## src/rtl/click_rx_sync.sv

```systemverilog
// click_rx_sync: clocked sink for a 2-phase bundled-data click channel; FIFO-buffered valid/ready output.
// Latency: in_req toggle before edge E1 -> captured, in_ack toggled and out_valid raised at E3 (empty FIFO).
// Backpressure: when the FIFO is full in_ack is withheld; the token stays pending until a pop frees space.
//
// Ports (click_rx_sync):
//   clk, rst_n          sole clock (rising edge), synchronous active-low reset
//   in_req, in_data     2-phase request (async to clk) and its bundled data
//   in_ack              2-phase acknowledge, straight from a flop
//   out_valid/out_ready valid/ready handshake for the head FIFO entry
//   out_data            head FIFO entry (registered storage only)
//   out_count           FIFO occupancy, 0..DEPTH

// click_rx_fifo: generic power-of-two register FIFO with occupancy count.
// Latency: a pushed entry is visible at the head the cycle after the push edge (when the FIFO was empty).
// Backpressure: none internally; the caller only pushes when not full or when popping in the same edge.
//
// Ports (click_rx_fifo):
//   clk, rst_n          clock, synchronous active-low reset (pointers/count only)
//   i_push, i_push_dat  write strobe and data
//   i_pop               advance the read pointer (caller guarantees non-empty)
//   o_head_dat          entry at the read pointer
//   o_count             occupancy, 0..DEPTH
module click_rx_fifo #(
    parameter int DATA_WIDTH = 8,
    parameter int DEPTH      = 4
) (
    input  logic                     clk,
    input  logic                     rst_n,
    input  logic                     i_push,
    input  logic [DATA_WIDTH-1:0]    i_push_dat,
    input  logic                     i_pop,
    output logic [DATA_WIDTH-1:0]    o_head_dat,
    output logic [$clog2(DEPTH):0]   o_count
);
    localparam int AW = $clog2(DEPTH);
    localparam int CW = AW + 1;
    localparam logic [AW-1:0] PTR_ONE = AW'(1);
    localparam logic [CW-1:0] CNT_ONE = CW'(1);

    logic [DATA_WIDTH-1:0] r_mem [DEPTH];
    logic [AW-1:0]         r_wr_ptr;
    logic [AW-1:0]         r_rd_ptr;
    logic [CW-1:0]         r_count;

    // Storage carries no reset: contents are don't-care while the count is zero.
    always_ff @(posedge clk) begin
        if (i_push) begin
            r_mem[r_wr_ptr] <= i_push_dat;
        end
    end

    // DEPTH is a power of two, so natural pointer overflow is the modulo-DEPTH wrap.
    always_ff @(posedge clk) begin
        if (!rst_n) begin
            r_wr_ptr <= '0;
            r_rd_ptr <= '0;
            r_count  <= '0;
        end else begin
            if (i_push) begin
                r_wr_ptr <= r_wr_ptr + PTR_ONE;
            end
            if (i_pop) begin
                r_rd_ptr <= r_rd_ptr + PTR_ONE;
            end
            case ({i_push, i_pop})
                2'b10:   r_count <= r_count + CNT_ONE;
                2'b01:   r_count <= r_count - CNT_ONE;
                default: r_count <= r_count;
            endcase
        end
    end

    assign o_head_dat = r_mem[r_rd_ptr];
    assign o_count    = r_count;
endmodule

module click_rx_sync #(
    parameter int   DATA_WIDTH = 8,
    parameter int   DEPTH      = 4,
    parameter logic PHASE_INIT = 1'b0
) (
    input  logic                     clk,
    input  logic                     rst_n,
    input  logic                     in_req,
    input  logic [DATA_WIDTH-1:0]    in_data,
    output logic                     in_ack,
    output logic                     out_valid,
    output logic [DATA_WIDTH-1:0]    out_data,
    input  logic                     out_ready,
    output logic [$clog2(DEPTH):0]   out_count
);
    localparam int CW = $clog2(DEPTH) + 1;
    localparam logic [CW-1:0] FULL_CNT = CW'(DEPTH);

    logic          r_req_s1;
    logic          r_req_s2;
    logic          r_ack_phase;
    logic          w_pending;
    logic          w_not_empty;
    logic          w_pop;
    logic          w_capture;
    logic [CW-1:0] w_count;

    // Plain two-flop synchroniser; nothing may sit between the two stages.
    always_ff @(posedge clk) begin
        if (!rst_n) begin
            r_req_s1 <= PHASE_INIT;
            r_req_s2 <= PHASE_INIT;
        end else begin
            r_req_s1 <= in_req;
            r_req_s2 <= r_req_s1;
        end
    end

    // Level compare of request vs. acknowledge phase: a token stays pending
    // for as many cycles as needed, so a stalled cycle can never drop it.
    assign w_pending   = r_req_s2 ^ r_ack_phase;
    assign w_not_empty = (w_count != '0);
    assign w_pop       = w_not_empty & out_ready;
    // Occupancy never exceeds DEPTH, so "not equal to DEPTH" means "has space".
    // A pop in the same edge frees the slot, allowing capture while full.
    assign w_capture   = w_pending & ((w_count != FULL_CNT) | w_pop);

    always_ff @(posedge clk) begin
        if (!rst_n) begin
            r_ack_phase <= PHASE_INIT;
        end else if (w_capture) begin
            r_ack_phase <= ~r_ack_phase;
        end
    end

    click_rx_fifo #(
        .DATA_WIDTH (DATA_WIDTH),
        .DEPTH      (DEPTH)
    ) u_fifo (
        .clk        (clk),
        .rst_n      (rst_n),
        .i_push     (w_capture),
        .i_push_dat (in_data),
        .i_pop      (w_pop),
        .o_head_dat (out_data),
        .o_count    (w_count)
    );

    assign in_ack    = r_ack_phase;
    assign out_valid = w_not_empty;
    assign out_count = w_count;
endmodule
```

## config.mk

```make
export PLATFORM = sky130hd
export DESIGN_NAME = click_rx_sync
export DESIGN_NICKNAME = d
export VERILOG_FILES = /design/src/rtl/click_rx_sync.sv
export SDC_FILE = /design/constraint.sdc
export NUM_CORES = 1
export LEC_CHECK = 0
export ABC_AREA = 1
export BUFFER_PORTS_ARGS = -buffer_cell sky130_fd_sc_hd__buf_2
export CORE_UTILIZATION = 33
export CTS_CLUSTER_DIAMETER = 120
export DETAILED_ROUTE_END_ITERATION = 10
export HOLD_SLACK_MARGIN = 0.06
export PLACE_DENSITY = 0.48
export SYNTH_ARGS = -nofsm -noshare
export SYNTH_HDL_FRONTEND = slang
export SYNTH_SLANG_ARGS = --single-unit
```

## constraint.sdc

```tcl
create_clock -name clk -period 4.21 [get_ports clk]
set_input_delay 0.842 -clock clk [delete_from_list [all_inputs] [get_ports clk]]
set_output_delay 0.842 -clock clk [all_outputs]
set_load 0.1 [all_outputs]
```

==> impl_metrics.py <==
metrics = {
    "status": {
        "status": "complete, no violations",
    },
    "layout": {
        "fin_nets": 200,
        "layout-drive-gt1-share_pct": 23.4,
        "fill_cells": 505,
        "syn_to_final_growth_pct": 16.9,
        "stdcell_count": 254,
        "diodes": 0,
    },
    "placement": {
        "placed_cells": 246,
        "pre_cts_slack_ns": 1.64,
        "io_buffers": 24,
        "gp_congestion": 0.697,
    },
    "setup_path": {
        "path_max_fanout": 17,
        "critical_path_class": "flip-flop to output pin",
        "crit_required_ns": 3.37,
        "critPathArrivalTime_ns": 1.99,
        "cp-end-kind": "output pin",
        "crit_path_start_kind": "flip-flop",
    },
    "floorplanning": {
        "ios": 25,
        "start_util_pct": 34.6,
        "die_height_um": 75.6,
        "rows": 26,
        "die_area_um2": 5720,
        "core_um2": 5170,
        "fp.dieW_um": 75.6,
    },
    "synthesis": {
        "ys_types": 21,
        "synth_top_flop_cell": "edfxtp_1",
        "syn_inst": 155,
        "synthDominantCellAreaShare_pct": 53.7,
        "synth-seq-cells": 44,
        "yosys-top-cells-area": "edfxtp_1 54%, dfxtp_1 13%, o21ai_0 5.3%",
        "synth_edf_count": 32,
        "syn_area_per_cell_um2": 11.5,
        "synth.yosys.seq_area_share_pct": 67.2,
        "syn_area_um2": 1790,
        "async_flop_share_pct": 0,
        "syn-num-nets": 172,
        "synth_top_cell_by_area": "edfxtp_1",
        "yosysWarnings": 0,
    },
    "clocking": {
        "clk_latency_ns": 0.29,
        "ctsResizeCount": 0,
        "post_cts_buffers": 0,
        "hold_buffers": 0,
        "cts_buffer_depth": 2,
        "path_clk_slew_ns": 0.08,
        "numCtsBuffers": 5,
        "cts_tree": "yes",
        "htreeDepth": 2,
        "cts.sinks": 44,
        "clk_root_buffer_cell": "clkbuf_8",
    },
    "min_path": {
        "hp-class": "flip-flop to flip-flop",
    },
    "flow_run": {
        "maxCapViolations": 0,
    },
    "timing": {
        "skew_ns": 0.00788,
        "fin_crit_ns": 2.83,
        "hold_viol_final": 0,
        "holdWs_ns": 0.416,
        "max_slew_margin_pct": 42.0,
        "post-route-period-util_pct": 67.2,
        "max_clock_freq_mhz": 354,
        "finalSetupViolations": 0,
        "rsz0062_at_grt": "no",
        "finalMaxSlewViolations": 0,
        "tightest_slew_ns": 0.866,
        "fin_setup_tns_ns": 0,
        "finalWorstSetupSlack_ns": 1.38,
    },
    "power": {
        "total_power_mw": 1.52,
        "power_density_nw_per_um2": 729,
        "ir_drop_mv": 0.237,
        "p_leak_nw": 0.796,
    },
    "route": {
        "postRouteAntennaNets": 0,
        "wl_per_cell_um": 13.0,
        "vias": 1148,
        "drcViolationCount": 0,
        "first_pass_iters": 4,
        "drt-total-wl_um": 3310,
        "drt_iter0_markers": 47,
        "routed_via_density": 4.52,
    },
    "grt": {
        "grt_pass1_vias": 1156,
        "overflow": 0,
        "antenna_found_initial": 0,
        "grt_pass1_wl_um": 5220,
        "grt_max_degree": 18,
        "grt_usage_pct": 13.0,
    },
}
## cell type report
type	count	area [um^2]	area share [%]
flip-flops and latches	44	1200	57.5
well taps	70	87.6	4.19
repair buffers	24	120	5.75
multi-input cells	88	494	23.7
inverters	20	75.1	3.59
clock buffers	5	68.8	3.29
clock inverters	3	42.5	2.04
## stage by stage
stage / instance area, um^2 / utilization [%]
floorplan: 1790 / -
global placement: 1980 / 38.2
detailed placement: 1980 / 38.2
CTS: 2090 / 40.4
global route: 2090 / 40.4
finish: 2090 / 40.4
## sequential cells by signal (all words and copies together), names as in the netlist, named ones only
register / cells
in_ack: 1
u_fifo.r_rd_ptr: 2
u_fifo.o_count: 3
u_fifo.r_wr_ptr: 2
r_req_s2: 1
r_req_s1: 1
u_fifo.r_mem: 32
## worst max-delay path, stage by stage, from the launching register on
cell     delay (ns)
dfxtp_1        0.66
inv_1          0.37
o21ai_0        0.27
o22ai_1        0.09
buf_2          0.29
## where the power goes
group | total, mW | internal [mW] | switching (mW)
logic | 0.663 | 0.113 | 0.549
clock network | 0.313 | 0.175 | 0.137
registers | 0.548 | 0.505 | 0.0435
total | 1.52 | 0.794 | 0.730
## placed cells by master, fill, tap and decap left out
cell type   count
bufinv_16       1
nand3_2         2
a21oi_4         1
nand2_2         5
a21oi_1         8
buf_2          24
clkinvlp_4      1
nand3_1         2
ha_1            4
nand2_1         8
nand4_1         1
o21ai_1         4
dfxtp_1        12
a21boi_1        1
nor2_4          1
clkinv_2        1
edfxtp_1       32
o21ai_0        19
inv_1          18
clkbuf_8        5
inv_2           2
nor2_1         23
o22ai_1         8
fa_1            1
## synth_stat cells, types with 2 or more instances
cell type,instances
a21oi_1,8
nand2_1,8
nor2_1,23
inv_1,18
o21ai_1,4
edfxtp_1,32
o21ai_0,19
buf_2,2
inv_2,2
o22ai_1,8
nand3_1,2
dfxtp_1,12
nand3_2,2
nand2_2,5
ha_1,4
## metal layers
layer / routed length (um) / global-route usage [%] / part of all wire [%] / vias up
met3: 114 / 3.70 / 3.4 / 5
li1: - / - / - / 588
met1: 1400 / 14.2 / 42 / 541
met5: 0 / 0 / 0 / -
met2: 1750 / 23.2 / 53 / 14
met4: 42 / 5.97 / 1.3 / 0
## worst paths after layout
path | start | endpoint | slack [ns] | cells after the start
worst max-delay path | flip-flop | out_data[6] | 1.38 | 4
worst min-delay path | r_req_s1$_SDFF_PN0_ | r_req_s2$_SDFF_PN0_ | 0.42 | 2
worst max register to register | in_ack$_SDFFE_PN0P_ | u_fifo.r_mem[1][7]$_DFFE_PP_ | 2.40 | 5
worst min register to register | r_req_s1$_SDFF_PN0_ | r_req_s2$_SDFF_PN0_ | 0.42 | 2
## logic make-up (layout without fill, tap and decap cells)
group,Yosys count,after routing,share of synthesized area (%)
compound gates,41,41,12.8
fa+ha+maj,5,5,3.92
flops,44,44,67.2
buf+inv,23,52,5.18
simple gates,42,42,10.9
Note: power is estimated with default switching activity, not from simulation.
